<file path="config.mk">
export PLATFORM = sky130hd
export DESIGN_NAME = tile_loop_sequencer
export DESIGN_NICKNAME = d
export VERILOG_FILES = /design/src/rtl/tile_loop_sequencer_pkg.sv /design/src/rtl/tile_loop_sequencer_loop_counter_3d.sv /design/src/rtl/tile_loop_sequencer.sv
export SDC_FILE = /design/constraint.sdc
export NUM_CORES = 1
export LEC_CHECK = 0
export CAP_MARGIN = 10
export CORE_ASPECT_RATIO = 0.9
export CORE_MARGIN = 2
export CORE_UTILIZATION = 47
export DETAILED_ROUTE_END_ITERATION = 16
export PLACE_DENSITY_LB_ADDON = 0.25
export SYNTH_ARGS = -nofsm -noshare
export SYNTH_HDL_FRONTEND = slang
export SYNTH_SLANG_ARGS = --single-unit
</file>
<file path="constraint.sdc">
create_clock -name clk -period 1.6 [get_ports clk]
set_input_delay 0.24 -clock clk [delete_from_list [all_inputs] [get_ports clk]]
set_output_delay 0.24 -clock clk [all_outputs]
set_load 0.01 [all_outputs]
</file>
<file path="src/rtl/tile_loop_sequencer_pkg.sv">
// Purpose : shared defaults, state encoding and helpers for the tile loop sequencer.
// Latency : n/a (declarations only).
// Backpressure: n/a.
package tile_loop_sequencer_pkg;

    localparam int ROW_W_DEF        = 3;
    localparam int COL_W_DEF        = 5;
    localparam int K_W_DEF          = 5;
    localparam int DRAIN_CYCLES_DEF = 16;

    typedef enum logic [2:0] {
        ST_IDLE  = 3'd0,
        ST_RUN   = 3'd1,
        ST_DRAIN = 3'd2,
        ST_WB    = 3'd3,
        ST_DONE  = 3'd4
    } state_t;

    // Width of a down-counter that has to hold cycles-1; never narrower than 1 bit.
    function automatic int drain_cnt_w(input int cycles);
        return (cycles > 1) ? $clog2(cycles) : 1;
    endfunction

endpackage

</file>
<file path="src/rtl/tile_loop_sequencer_loop_counter_3d.sv">
// Purpose : nested inner/col/row wrap counters with run-time bounds (also usable by buffer address generators).
// Latency : indices update on the clock edge after an advance/clear request.
// Backpressure: none; the owner only advances when its handshake completes.
// Ports   : clk/rst, i_clear (zero all), i_adv_inner (inner+1), i_adv_tile (inner=0, col/row step),
//           i_*_max bounds, o_* indices, o_*_last flags (index equals its bound).
module tile_loop_sequencer_loop_counter_3d
    import tile_loop_sequencer_pkg::*;
#(
    parameter int ROW_W = ROW_W_DEF,
    parameter int COL_W = COL_W_DEF,
    parameter int K_W   = K_W_DEF
) (
    input  logic             clk,
    input  logic             rst,
    input  logic             i_clear,
    input  logic             i_adv_inner,
    input  logic             i_adv_tile,
    input  logic [ROW_W-1:0] i_row_max,
    input  logic [COL_W-1:0] i_col_max,
    input  logic [K_W-1:0]   i_inner_max,
    output logic [ROW_W-1:0] o_row,
    output logic [COL_W-1:0] o_col,
    output logic [K_W-1:0]   o_inner,
    output logic             o_row_last,
    output logic             o_col_last,
    output logic             o_inner_last
);

    logic [ROW_W-1:0] r_row;
    logic [COL_W-1:0] r_col;
    logic [K_W-1:0]   r_inner;

    // Bounds are compared before incrementing, so a max-value bound still
    // yields 2^W iterations without relying on overflow.
    assign o_row_last   = (r_row   == i_row_max);
    assign o_col_last   = (r_col   == i_col_max);
    assign o_inner_last = (r_inner == i_inner_max);

    always_ff @(posedge clk) begin
        if (rst || i_clear) begin
            r_row   <= '0;
            r_col   <= '0;
            r_inner <= '0;
        end else if (i_adv_tile) begin
            // Row-major tile order: col is the faster index. The owner stops
            // advancing on the final tile, so row never wraps in practice.
            r_inner <= '0;
            if (o_col_last) begin
                r_col <= '0;
                r_row <= r_row + 1'b1;
            end else begin
                r_col <= r_col + 1'b1;
            end
        end else if (i_adv_inner) begin
            r_inner <= r_inner + 1'b1;
        end
    end

    assign o_row   = r_row;
    assign o_col   = r_col;
    assign o_inner = r_inner;

endmodule

</file>
<file path="src/rtl/tile_loop_sequencer.sv">
// Purpose : walks the tiled matmul loop nest, issues array steps, waits for the array to drain, then hands off each output tile.
// Latency : one step per accepted handshake; each tile costs (cfg_k+1) + DRAIN_CYCLES + 1 cycles with readies high.
// Backpressure: step_ready/wb_ready low hold indices and valid; enable low aborts to IDLE on the next edge.
// Ports   : clk/rst (sync, active-high); enable + cfg_* (latched only when a job starts);
//           step_valid/step_ready + tile indices/tile_first to the array; wb_valid/wb_ready to the output
//           buffer; busy, led_enable, led_finish status. Every output comes from registers.
module tile_loop_sequencer
    import tile_loop_sequencer_pkg::*;
#(
    parameter int ROW_W        = ROW_W_DEF,
    parameter int COL_W        = COL_W_DEF,
    parameter int K_W          = K_W_DEF,
    parameter int DRAIN_CYCLES = DRAIN_CYCLES_DEF
) (
    input  logic             clk,
    input  logic             rst,
    input  logic             enable,
    input  logic [ROW_W-1:0] cfg_rows,
    input  logic [COL_W-1:0] cfg_cols,
    input  logic [K_W-1:0]   cfg_k,
    output logic             step_valid,
    input  logic             step_ready,
    output logic             tile_first,
    output logic [ROW_W-1:0] tile_row_idx,
    output logic [COL_W-1:0] tile_col_idx,
    output logic [K_W-1:0]   inner_loop_idx,
    output logic             wb_valid,
    input  logic             wb_ready,
    output logic             busy,
    output logic             led_enable,
    output logic             led_finish
);

    localparam int             DCW        = drain_cnt_w(DRAIN_CYCLES);
    localparam logic [DCW-1:0] DRAIN_LOAD = DCW'(DRAIN_CYCLES - 1);

    state_t           r_state;
    logic [ROW_W-1:0] r_cfg_rows;
    logic [COL_W-1:0] r_cfg_cols;
    logic [K_W-1:0]   r_cfg_k;
    logic [DCW-1:0]   r_drain_cnt;
    logic             r_step_valid;
    logic             r_wb_valid;
    logic             r_busy;
    logic             r_led_enable;
    logic             r_led_finish;

    logic             w_step_hs;
    logic             w_wb_hs;
    logic             w_clear;
    logic             w_adv_inner;
    logic             w_adv_tile;
    logic [ROW_W-1:0] w_row;
    logic [COL_W-1:0] w_col;
    logic [K_W-1:0]   w_inner;
    logic             w_row_last;
    logic             w_col_last;
    logic             w_inner_last;

    // r_step_valid is only ever high in RUN and r_wb_valid only in WB.
    assign w_step_hs = r_step_valid && step_ready;
    assign w_wb_hs   = r_wb_valid && wb_ready;

    // IDLE keeps the indices at zero; enable low zeroes them on abort or on leaving DONE.
    // Gating the advances with enable discards a handshake that coincides with an abort.
    assign w_clear     = (r_state == ST_IDLE) || !enable;
    assign w_adv_inner = enable && w_step_hs && !w_inner_last;
    assign w_adv_tile  = enable && w_wb_hs && !(w_row_last && w_col_last);

    tile_loop_sequencer_loop_counter_3d #(
        .ROW_W (ROW_W),
        .COL_W (COL_W),
        .K_W   (K_W)
    ) u_loop_cnt (
        .clk          (clk),
        .rst          (rst),
        .i_clear      (w_clear),
        .i_adv_inner  (w_adv_inner),
        .i_adv_tile   (w_adv_tile),
        .i_row_max    (r_cfg_rows),
        .i_col_max    (r_cfg_cols),
        .i_inner_max  (r_cfg_k),
        .o_row        (w_row),
        .o_col        (w_col),
        .o_inner      (w_inner),
        .o_row_last   (w_row_last),
        .o_col_last   (w_col_last),
        .o_inner_last (w_inner_last)
    );

    always_ff @(posedge clk) begin
        if (rst) begin
            r_state      <= ST_IDLE;
            r_cfg_rows   <= '0;
            r_cfg_cols   <= '0;
            r_cfg_k      <= '0;
            r_drain_cnt  <= '0;
            r_step_valid <= 1'b0;
            r_wb_valid   <= 1'b0;
            r_busy       <= 1'b0;
            r_led_enable <= 1'b0;
            r_led_finish <= 1'b0;
        end else begin
            r_led_enable <= enable;
            case (r_state)
                ST_IDLE: begin
                    if (enable) begin
                        r_cfg_rows   <= cfg_rows;
                        r_cfg_cols   <= cfg_cols;
                        r_cfg_k      <= cfg_k;
                        r_state      <= ST_RUN;
                        r_step_valid <= 1'b1;
                        r_busy       <= 1'b1;
                    end
                end
                ST_RUN: begin
                    if (!enable) begin
                        r_state      <= ST_IDLE;
                        r_step_valid <= 1'b0;
                        r_busy       <= 1'b0;
                    end else if (w_step_hs && w_inner_last) begin
                        r_state      <= ST_DRAIN;
                        r_step_valid <= 1'b0;
                        r_drain_cnt  <= DRAIN_LOAD;
                    end
                end
                ST_DRAIN: begin
                    // Loaded with DRAIN_CYCLES-1 and left at 0, so DRAIN lasts exactly DRAIN_CYCLES cycles.
                    if (!enable) begin
                        r_state <= ST_IDLE;
                        r_busy  <= 1'b0;
                    end else if (r_drain_cnt == '0) begin
                        r_state    <= ST_WB;
                        r_wb_valid <= 1'b1;
                    end else begin
                        r_drain_cnt <= r_drain_cnt - 1'b1;
                    end
                end
                ST_WB: begin
                    if (!enable) begin
                        r_state    <= ST_IDLE;
                        r_wb_valid <= 1'b0;
                        r_busy     <= 1'b0;
                    end else if (w_wb_hs) begin
                        r_wb_valid <= 1'b0;
                        if (w_row_last && w_col_last) begin
                            r_state      <= ST_DONE;
                            r_busy       <= 1'b0;
                            r_led_finish <= 1'b1;
                        end else begin
                            r_state      <= ST_RUN;
                            r_step_valid <= 1'b1;
                        end
                    end
                end
                ST_DONE: begin
                    if (!enable) begin
                        r_state      <= ST_IDLE;
                        r_led_finish <= 1'b0;
                    end
                end
                default: begin
                    r_state      <= ST_IDLE;
                    r_step_valid <= 1'b0;
                    r_wb_valid   <= 1'b0;
                    r_busy       <= 1'b0;
                    r_led_finish <= 1'b0;
                end
            endcase
        end
    end

    assign step_valid     = r_step_valid;
    assign wb_valid       = r_wb_valid;
    assign busy           = r_busy;
    assign led_enable     = r_led_enable;
    assign led_finish     = r_led_finish;
    assign tile_row_idx   = w_row;
    assign tile_col_idx   = w_col;
    assign inner_loop_idx = w_inner;
    assign tile_first     = r_busy && (w_inner == '0);

endmodule

</file>
# Word-level counts from Yosys, hierarchy flattened
# Cells that the tools add are included.
# Widths: inputs -> output; s select.
# op_classes
n_lt_le_gt_ge,0
n_mux,37
div,0
n_shift,0
reduce_logical,31
bitwise_logic,4
n_addsub,4
n_mul,0
n_eq_ne,23
# ops
op,count
$mux 3,9
$ne 2x2->1 const B,12
$reduce_and 5->1,4
$mux 1,17
$mux 4,4
$pmux 3 s5,1
$ne 3x3->1 const B,4
$add 5x1->5 const B,2
$eq 5x5->1,2
$logic_and 1x1->1,9
$pmux 1 s4,2
$pmux 4 s2,1
$eq 3x2->1 const B,2
$pmux 1 s3,2
$reduce_and 6->1,1
$reduce_or 2->1,3
$reduce_or 3->1,2
$logic_not 5->1,1
$mux 5,1
$logic_not 4->1,1
$not 1->1,4
$reduce_and 2->1,2
$reduce_and 4->1,1
$sub 4x1->4 const B,1
8 further kinds,11
# totals
out_inout_bits,19
latch_bits,0
reg_bits,38
n_memories,0
in_bits,18
elab_cells,112
mem_bits_ro,0
ramBits,0

# Logic depth before layout (Yosys ltp)
# Gate-level depths: netlist of the first run.
# logic_depth
word_depth,6
mapped_depth,7
ltp_nobuf,7

# Cells and area by module
# From an unflattened synthesis of the first run, not the netlist that was laid out.
# hier_totals
cells_unflattened,230
hier_area_um2,1906.8
# by_module_without_submodules
module,area_per_inst_um2,instances,cells_per_inst,seq_area_each_um2
tile_loop_sequencer,1184.9,1,148,500.5
tile_loop_sequencer_loop_counter_3d,721.9,1,82,260.2

# Least setup slack after synthesis of the first run
# No wires, ideal clock.
# synth_timing
kind,reg-to-reg
from,register u_loop_cnt.r_inner[0] (netlist: u_loop_cnt.o_inner[0])
to,register r_state[0]
path_stages_with_launch,6
required_ps,1479
n_path_buf,0
setup_ps,121
slack_ps,19
arrival_ps,1460
period_less_slack_ps,1581
path_cell_list,dfxtp_1 > xor2_1 > nor3_4 > a31oi_1 > a21oi_2 > mux2_4
# synth_via
elab_chain_cells,4
# synth_rtl
element,line_no,source
"start, declared",tile_loop_sequencer_loop_counter_3d.sv:31,logic [K_W-1:0] r_inner;
"start signal, assigned",tile_loop_sequencer_loop_counter_3d.sv:55,r_inner <= r_inner + 1'b1;
$eq 5x5->1,tile_loop_sequencer_loop_counter_3d.sv:37,assign o_inner_last = (r_inner == i_inner_max);
$logic_and 1x1->1,tile_loop_sequencer.sv:121,end else if (w_step_hs && w_inner_last) begin
$ne 3x3->1 (no source line),n/a,
$reduce_and 5->1 (no source line),n/a,
"end signal, assigned",tile_loop_sequencer.sv:118,r_state <= ST_IDLE;
"end signal, assigned",tile_loop_sequencer.sv:122,r_state <= ST_DRAIN;
"end signal, assigned",tile_loop_sequencer.sv:130,r_state <= ST_IDLE;
"end, declared",tile_loop_sequencer.sv:37,state_t r_state;
# No other way between the ends.
# A chain may end at the register's enable or synchronous reset.

# Final worst setup path of the first run
# layout_timing
from,register u_loop_cnt.r_col[4] (netlist: u_loop_cnt.o_col[4])
to,output tile_col_idx[4]
# layout_lines
element,line_no,source
"start, declared",tile_loop_sequencer_loop_counter_3d.sv:30,logic [COL_W-1:0] r_col;
"start signal, assigned",tile_loop_sequencer_loop_counter_3d.sv:52,r_col <= r_col + 1'b1;
"end, declared",tile_loop_sequencer.sv:25,"output logic [COL_W-1:0] tile_col_idx,"
# No word-level cell between the ends.

==> results of run 1 <==
registers in the layout, summed over array words and instances, names as in the netlist:
register,flops
r_drain_cnt,4
r_cfg_rows,3
busy,1
r_state,3
led_finish,1
wb_valid,1
r_cfg_cols,5
u_loop_cnt.o_col,5
step_valid,1
u_loop_cnt.o_row,3
r_cfg_k,5
u_loop_cnt.o_inner,5
led_enable,1
cell usage in the layout, fill, tap and decap left out, types with 2 or more instances in the layout:
cell type	count
nand4_1	4
a21oi_1	27
clkdlybuf4s50_1	29
or3_1	2
dfxtp_2	7
mux2i_1	3
o21ai_1	4
inv_1	7
o21ai_0	8
xnor2_1	5
nor2b_1	4
xnor2_2	5
a21o_1	2
a21oi_2	2
o31ai_1	2
nand2b_1	8
clkbuf_8	5
inv_2	2
and3_1	3
clkinv_2	2
xor2_1	10
buf_4	39
nand3_1	10
dlymetal6s2s_1	6
dfxtp_1	30
ha_1	4
nand2_1	38
nor2_2	2
nor2_1	21
a31oi_1	3
o21a_1	2
final timing paths:
check,from,end,slack (ns),depth (start not counted)
worst max-delay path,u_loop_cnt.o_col[4],tile_col_idx[4],0.01,2
worst min-delay path,led_finish,led_finish,0.47,2
worst max register to register,r_cfg_k[2],r_state[0],0.02,5
worst min register to register,led_finish,led_finish,0.47,2
logic make-up (layout without fill, tap and decap cells):
logic type	count (synthesis)	count (layout)	synth area share, %
AND/OR/NAND/NOR	105	105	25.9
buffers and inverters	19	93	3.99
XOR/XNOR	20	20	8.82
flip-flops	38	38	36.7
adder cells (fa/ha/maj)	5	5	3.02
multiplexers	4	4	2.18
AO/OA/AOI/OAI	64	64	19.4
metal layers:
layer  wire length, um  vias up
met4                68        0
met2              2610       81
met1              2290      997
li1                  -     1036
met5                 0        -
met3               376        8
what timing repair did:
action	4_1_cts	5_1_grt
setup buffers	1	0
pin swaps	1	4
hold buffers	0	0
endpoints found under the setup margin	6	26
gates resized for setup	9	29
per-stage QoR:
step           worst slack (ns)  utilization (%)  TNS, ns  area, sq um  power (mW)
6_report                 0.0127             71.6        0         2980        3.56
5_1_grt                 -0.0626             71.6   -0.407         2980        3.75
4_1_cts                 0.00430             69.3        0         2880        3.47
3_5_place_dp             -0.284             66.2    -5.85         2750        2.61
3_3_place_gp             -0.240             66.2    -5.01         2750        2.59
2_1_floorplan            0.0187                -        0         2070        2.10
worst max-delay path, cell delays in order (launching register included):
cell and delay (ns):
dfxtp_1 0.39, buf_4 0.14, clkdlybuf4s50_1 0.53
final cells by class:
| type | instances | area (sq um) | share of cell area [%] |
|---|---|---|---|
| Inverter | 9 | 33.8 | 1.14 |
| Clock buffer | 5 | 68.8 | 2.31 |
| Multi-Input combinational cell | 198 | 1310 | 43.9 |
| Tap cell | 60 | 75.1 | 2.52 |
| Timing Repair Buffer | 76 | 679 | 22.8 |
| Clock inverter | 3 | 40.0 | 1.35 |
| Sequential cell | 38 | 773 | 26.0 |
power breakdown:
group	switching, mW	internal [mW]
logic	0.757	0.745
clock network	0.350	0.459
registers	0.160	1.08
==> results_dict.tcl, run 1 <==
set metrics [dict create \
    grtUsageMet3_pct 3.78 \
    fin_hold_ws_ns 0.467 \
    grt_pass1_wl_mm 8.67 \
    synth_top_area_share_pct 36.7 \
    crit_fanout 2 \
    die_y_um 67.0 \
    dieArea_sq_um 4950 \
    grt_remaining_overflow 0 \
    ys_warn_count 0 \
    yosysTopAreaCell "dfxtp_1" \
    peakVddDrop_uv 711 \
    core_sq_um 4160 \
    cp_data_required_time_ns 1.36 \
    synth_seq_area_share_pct 36.7 \
    start_util_pct 49.8 \
    cts_tree "built" \
    avgSynthCellArea_sq_um 8.12 \
    clkLatencyLatePin_ns 0.30 \
    grt_pass1_vias 1930 \
    grt_use_total_pct 23.0 \
    min_period_over_period_pct 99.2 \
    ys_types 52 \
    die_x_um 74.0 \
    outcome "finished, final reports clean" \
    cap_violations 0 \
    grt_max_degree 24 \
    setup_viol 0 \
    busiest_layer "met2" \
    critical_path_class "flop to output port" \
    gp_congestion 0.912 \
    nNetsFinal 351 \
    cp-end-kind "output port" \
    async_flop_share_pct 0 \
    area_delta_synth_final_pct 43.7 \
    fin_crit_ns 1.59 \
    finClkSkew_ns 0.00832 \
    critPathArrivalTime_ns 1.35 \
    drtPass1Iterations 5 \
    antenna_left 0 \
    cts_root_buffer "clkbuf_8" \
    synthTopCellsByArea "dfxtp_1 (37%), nand2_1 (6.9%), a21oi_1 (6.8%)" \
    dr.first_iter.drc_count 172 \
    io_pins 37 \
    cp-start-kind "flop" \
    slew_viol_final 0 \
    rsz0062_at_grt "true" \
    vias_per_cell 5.46 \
    wire_per_inst_um 13.7 \
    clk_pin_slew_ns 0.07 \
    cts_buffers 5 \
    hold_class "flop to flop" \
    use_met1_pct 28.7 \
    syn_nets 278 \
    tightest_slew_ns 0.643 \
    placedCellCount 380 \
    cts_num_sinks 38 \
    antenna_found_initial 0 \
    wl_mm 5.35 \
    netlist_area_sq_um 2070 \
    netlist_instances 255 \
    htree_levels 2 \
    power_density_nw_per_um2 1200 \
    ys_ff_latch 38 \
    met2_usage_pct 39.7 \
    fin_cells 389 \
    fill_cells 330 \
    synthTopCellsByCount "dfxtp_1 (38), nand2_1 (38), a21oi_1 (28)" \
    via_count 2122 \
    ctsLongestPathBuffers 2 \
    drive_above_1_share_pct 25.5 \
    drc 0 \
    relSlewSlack_pct 56.7 \
    antenna_cells 0 \
    io_buffers 36 \
    synthFlopType "dfxtp_1" \
    max_freq_mhz 630 \
    final_hold_viol_count 0 \
    synth_edf_count 0 \
    placementRows 22 \
    dp_hpwl_mm 3.79 \
    p_leak_nw 1.28 \
]
No activity file was read; power rests on OpenSTA's default activity.
==> inputs of run 2 (changes only) <==
--- a/config.mk
+++ b/config.mk
@@ -10,7 +10,8 @@
 export CORE_MARGIN = 2
 export CORE_UTILIZATION = 47
 export DETAILED_ROUTE_END_ITERATION = 16
-export PLACE_DENSITY_LB_ADDON = 0.25
+export PLACE_DENSITY = 0.75
+export RECOVER_POWER = 25
 export SYNTH_ARGS = -nofsm -noshare
 export SYNTH_HDL_FRONTEND = slang
 export SYNTH_SLANG_ARGS = --single-unit
==> results_dict.tcl, run 2 (synthesis gave the netlist of run 1 again) <==
set metrics [dict create \
    setup_viol 0 \
    htree_levels 2 \
    min_period_over_period_pct 99.4 \
    tightest_slew_ns 0.742 \
    grt_use_total_pct 24.3 \
    busiest_layer "met2" \
    rsz0062_at_grt "true" \
    crit_fanout 2 \
    critical_path_class "flop to flop" \
    fin_hold_ws_ns 0.475 \
    grt_remaining_overflow 0 \
    grt_pass1_wl_mm 9.24 \
    r2r_setup_slack_ns 0.009 \
    dr.first_iter.drc_count 144 \
    fin_setup_tns_ns 0 \
    grt_max_degree 23 \
    crit_chain "inv_1, ha_2, inv_1, o41ai_2, o21ai_1, a21oi_2, mux2_4" \
    hold_class "flop to flop" \
    final_hold_viol_count 0 \
    max_freq_mhz 629 \
    slew_viol_final 0 \
    vias_per_cell 5.29 \
    grt_pass1_vias 1959 \
    most-common-layout-cells "buf_4 (43), nand2_1 (38), a21oi_1 (26), clkdlybuf4s50_1 (26), dfxtp_1 (22)" \
    outcome "finished, final reports clean" \
    power_density_nw_per_um2 1240 \
    cts_num_sinks 38 \
    hold_depth 2 \
    cp-start-kind "flop" \
    max_stage_delay_ns 0.32 \
    clk_pin_slew_ns 0.08 \
    r2r-end "r_state[0]" \
    cts_buffers 5 \
    peakVddDrop_uv 819 \
    antenna_left 0 \
    cp_data_required_time_ns 1.79 \
    p_leak_nw 1.22 \
    die_x_um 74.0 \
    gp_congestion 0.930 \
    final_common_cell "buf_4" \
    placementRows 22 \
    ctsLongestPathBuffers 2 \
    fin_crit_ns 1.59 \
    cp_common_cell "inv_1" \
    area_delta_synth_final_pct 46.6 \
    cts_tree "built" \
    io_buffers 36 \
    fill_cells 319 \
    critical-path-top-delay-family "compound AO/OA/AOI/OAI gates" \
    relSlewSlack_pct 50.1 \
    antenna_cells 0 \
    cp_num_buf_inv 2 \
    drive_above_1_share_pct 29.4 \
    grtUsageMet3_pct 7.11 \
    io_pins 37 \
    nNetsFinal 355 \
    cts_hold_buf 0 \
    min_to "r_cfg_k[3]" \
    use_met1_pct 32.3 \
    start_util_pct 49.8 \
    cp-end-kind "flop" \
    cts_root_buffer "clkbuf_8" \
    wire_per_inst_um 13.7 \
    critPathArrivalTime_ns 1.78 \
    core_sq_um 4160 \
    die_y_um 67.0 \
    clkLatencyLatePin_ns 0.30 \
    rr_worst_depth 7 \
    drc 0 \
    wl_mm 5.40 \
    slowest_stage "dfxtp_1" \
    cap_violations 0 \
    dieArea_sq_um 4950 \
    antenna_found_initial 0 \
    hp-start "r_cfg_k[3]" \
    dp_hpwl_mm 3.88 \
    r2r-start "r_drain_cnt[1]" \
    via_count 2080 \
    met2_usage_pct 39.2 \
    finClkSkew_ns 0.00237 \
    drtPass1Iterations 4 \
]
==> run 2: how the worst max path moves through the flow <==
stage,from,end,cells after the start
CTS,r_cfg_k[1],r_state[0],5
global route,r_cfg_k[3],r_drain_cnt[2],5
floorplan,u_loop_cnt.o_inner[0],r_state[0],5
detailed placement,enable,r_state[0],7
finish,r_drain_cnt[1],r_state[0],7
global placement,enable,u_loop_cnt.o_row[2],7
==> run 2: area by class of cell <==
type                            instances  area, sq um  area share, %
Tap cell                               60         75.1           2.47
Inverter                                9         33.8           1.11
Clock buffer                            5         68.8           2.27
Multi-Input combinational cell        198         1320           43.4
Sequential cell                        38          781           25.7
Clock inverter                          3         68.8           2.27
Timing Repair Buffer                   80          692           22.8
==> run 2: where the power goes <==
part           leakage, nW  switching (mW)  internal [mW]
logic                0.837           0.762          0.756
registers            0.317           0.164           1.09
clock network       0.0683           0.382          0.625
==> run 2: layer usage <==
metal,wire (um),part of all wire [%]
met1,2500,46
met2,2550,47
met3,265,4.9
met4,84,1.6
met5,0,0
==> run 2: through the flow <==
step                      setup slack, ns  cells  instance area [sq um]  utilization, %  total power [mW]
after global routing              -0.0610    393                   3040            73.0              4.01
final                             0.00897    393                   3040            73.0              3.78
after floorplan                    0.0187    255                   2070               -              2.10
after detailed placement           -0.289    385                   2790            67.1              2.65
after global placement             -0.243    385                   2790            67.1              2.62
after CTS                        -0.00287    393                   2940            70.7              3.69
==> run 2: what timing repair did <==
item / 4_1_cts / 5_1_grt
pin swaps: 0 / 9
setup endpoints to repair: 8 / 28
buffers inserted: 0 / 0
resized for setup: 13 / 35
cloned: 0 / 0
==> run 2: worst register-to-register path: cells and delay by family, from the launching register on <==
kind	cells	cell delay (ns)
compound gates	3	0.54
flops	1	0.32
mux	1	0.31
fa+ha+maj	1	0.18
buf+inv	2	0.13
==> inputs of run 3 (changes only) <==
--- a/config.mk
+++ b/config.mk
@@ -12,6 +12,7 @@
 export DETAILED_ROUTE_END_ITERATION = 16
 export PLACE_DENSITY = 0.75
 export RECOVER_POWER = 25
+export SLEW_MARGIN = 20
 export SYNTH_ARGS = -nofsm -noshare
 export SYNTH_HDL_FRONTEND = slang
 export SYNTH_SLANG_ARGS = --single-unit
==> results of run 3 <==
Same layout as run 2: the final DEF is identical, and so are final timing and power.
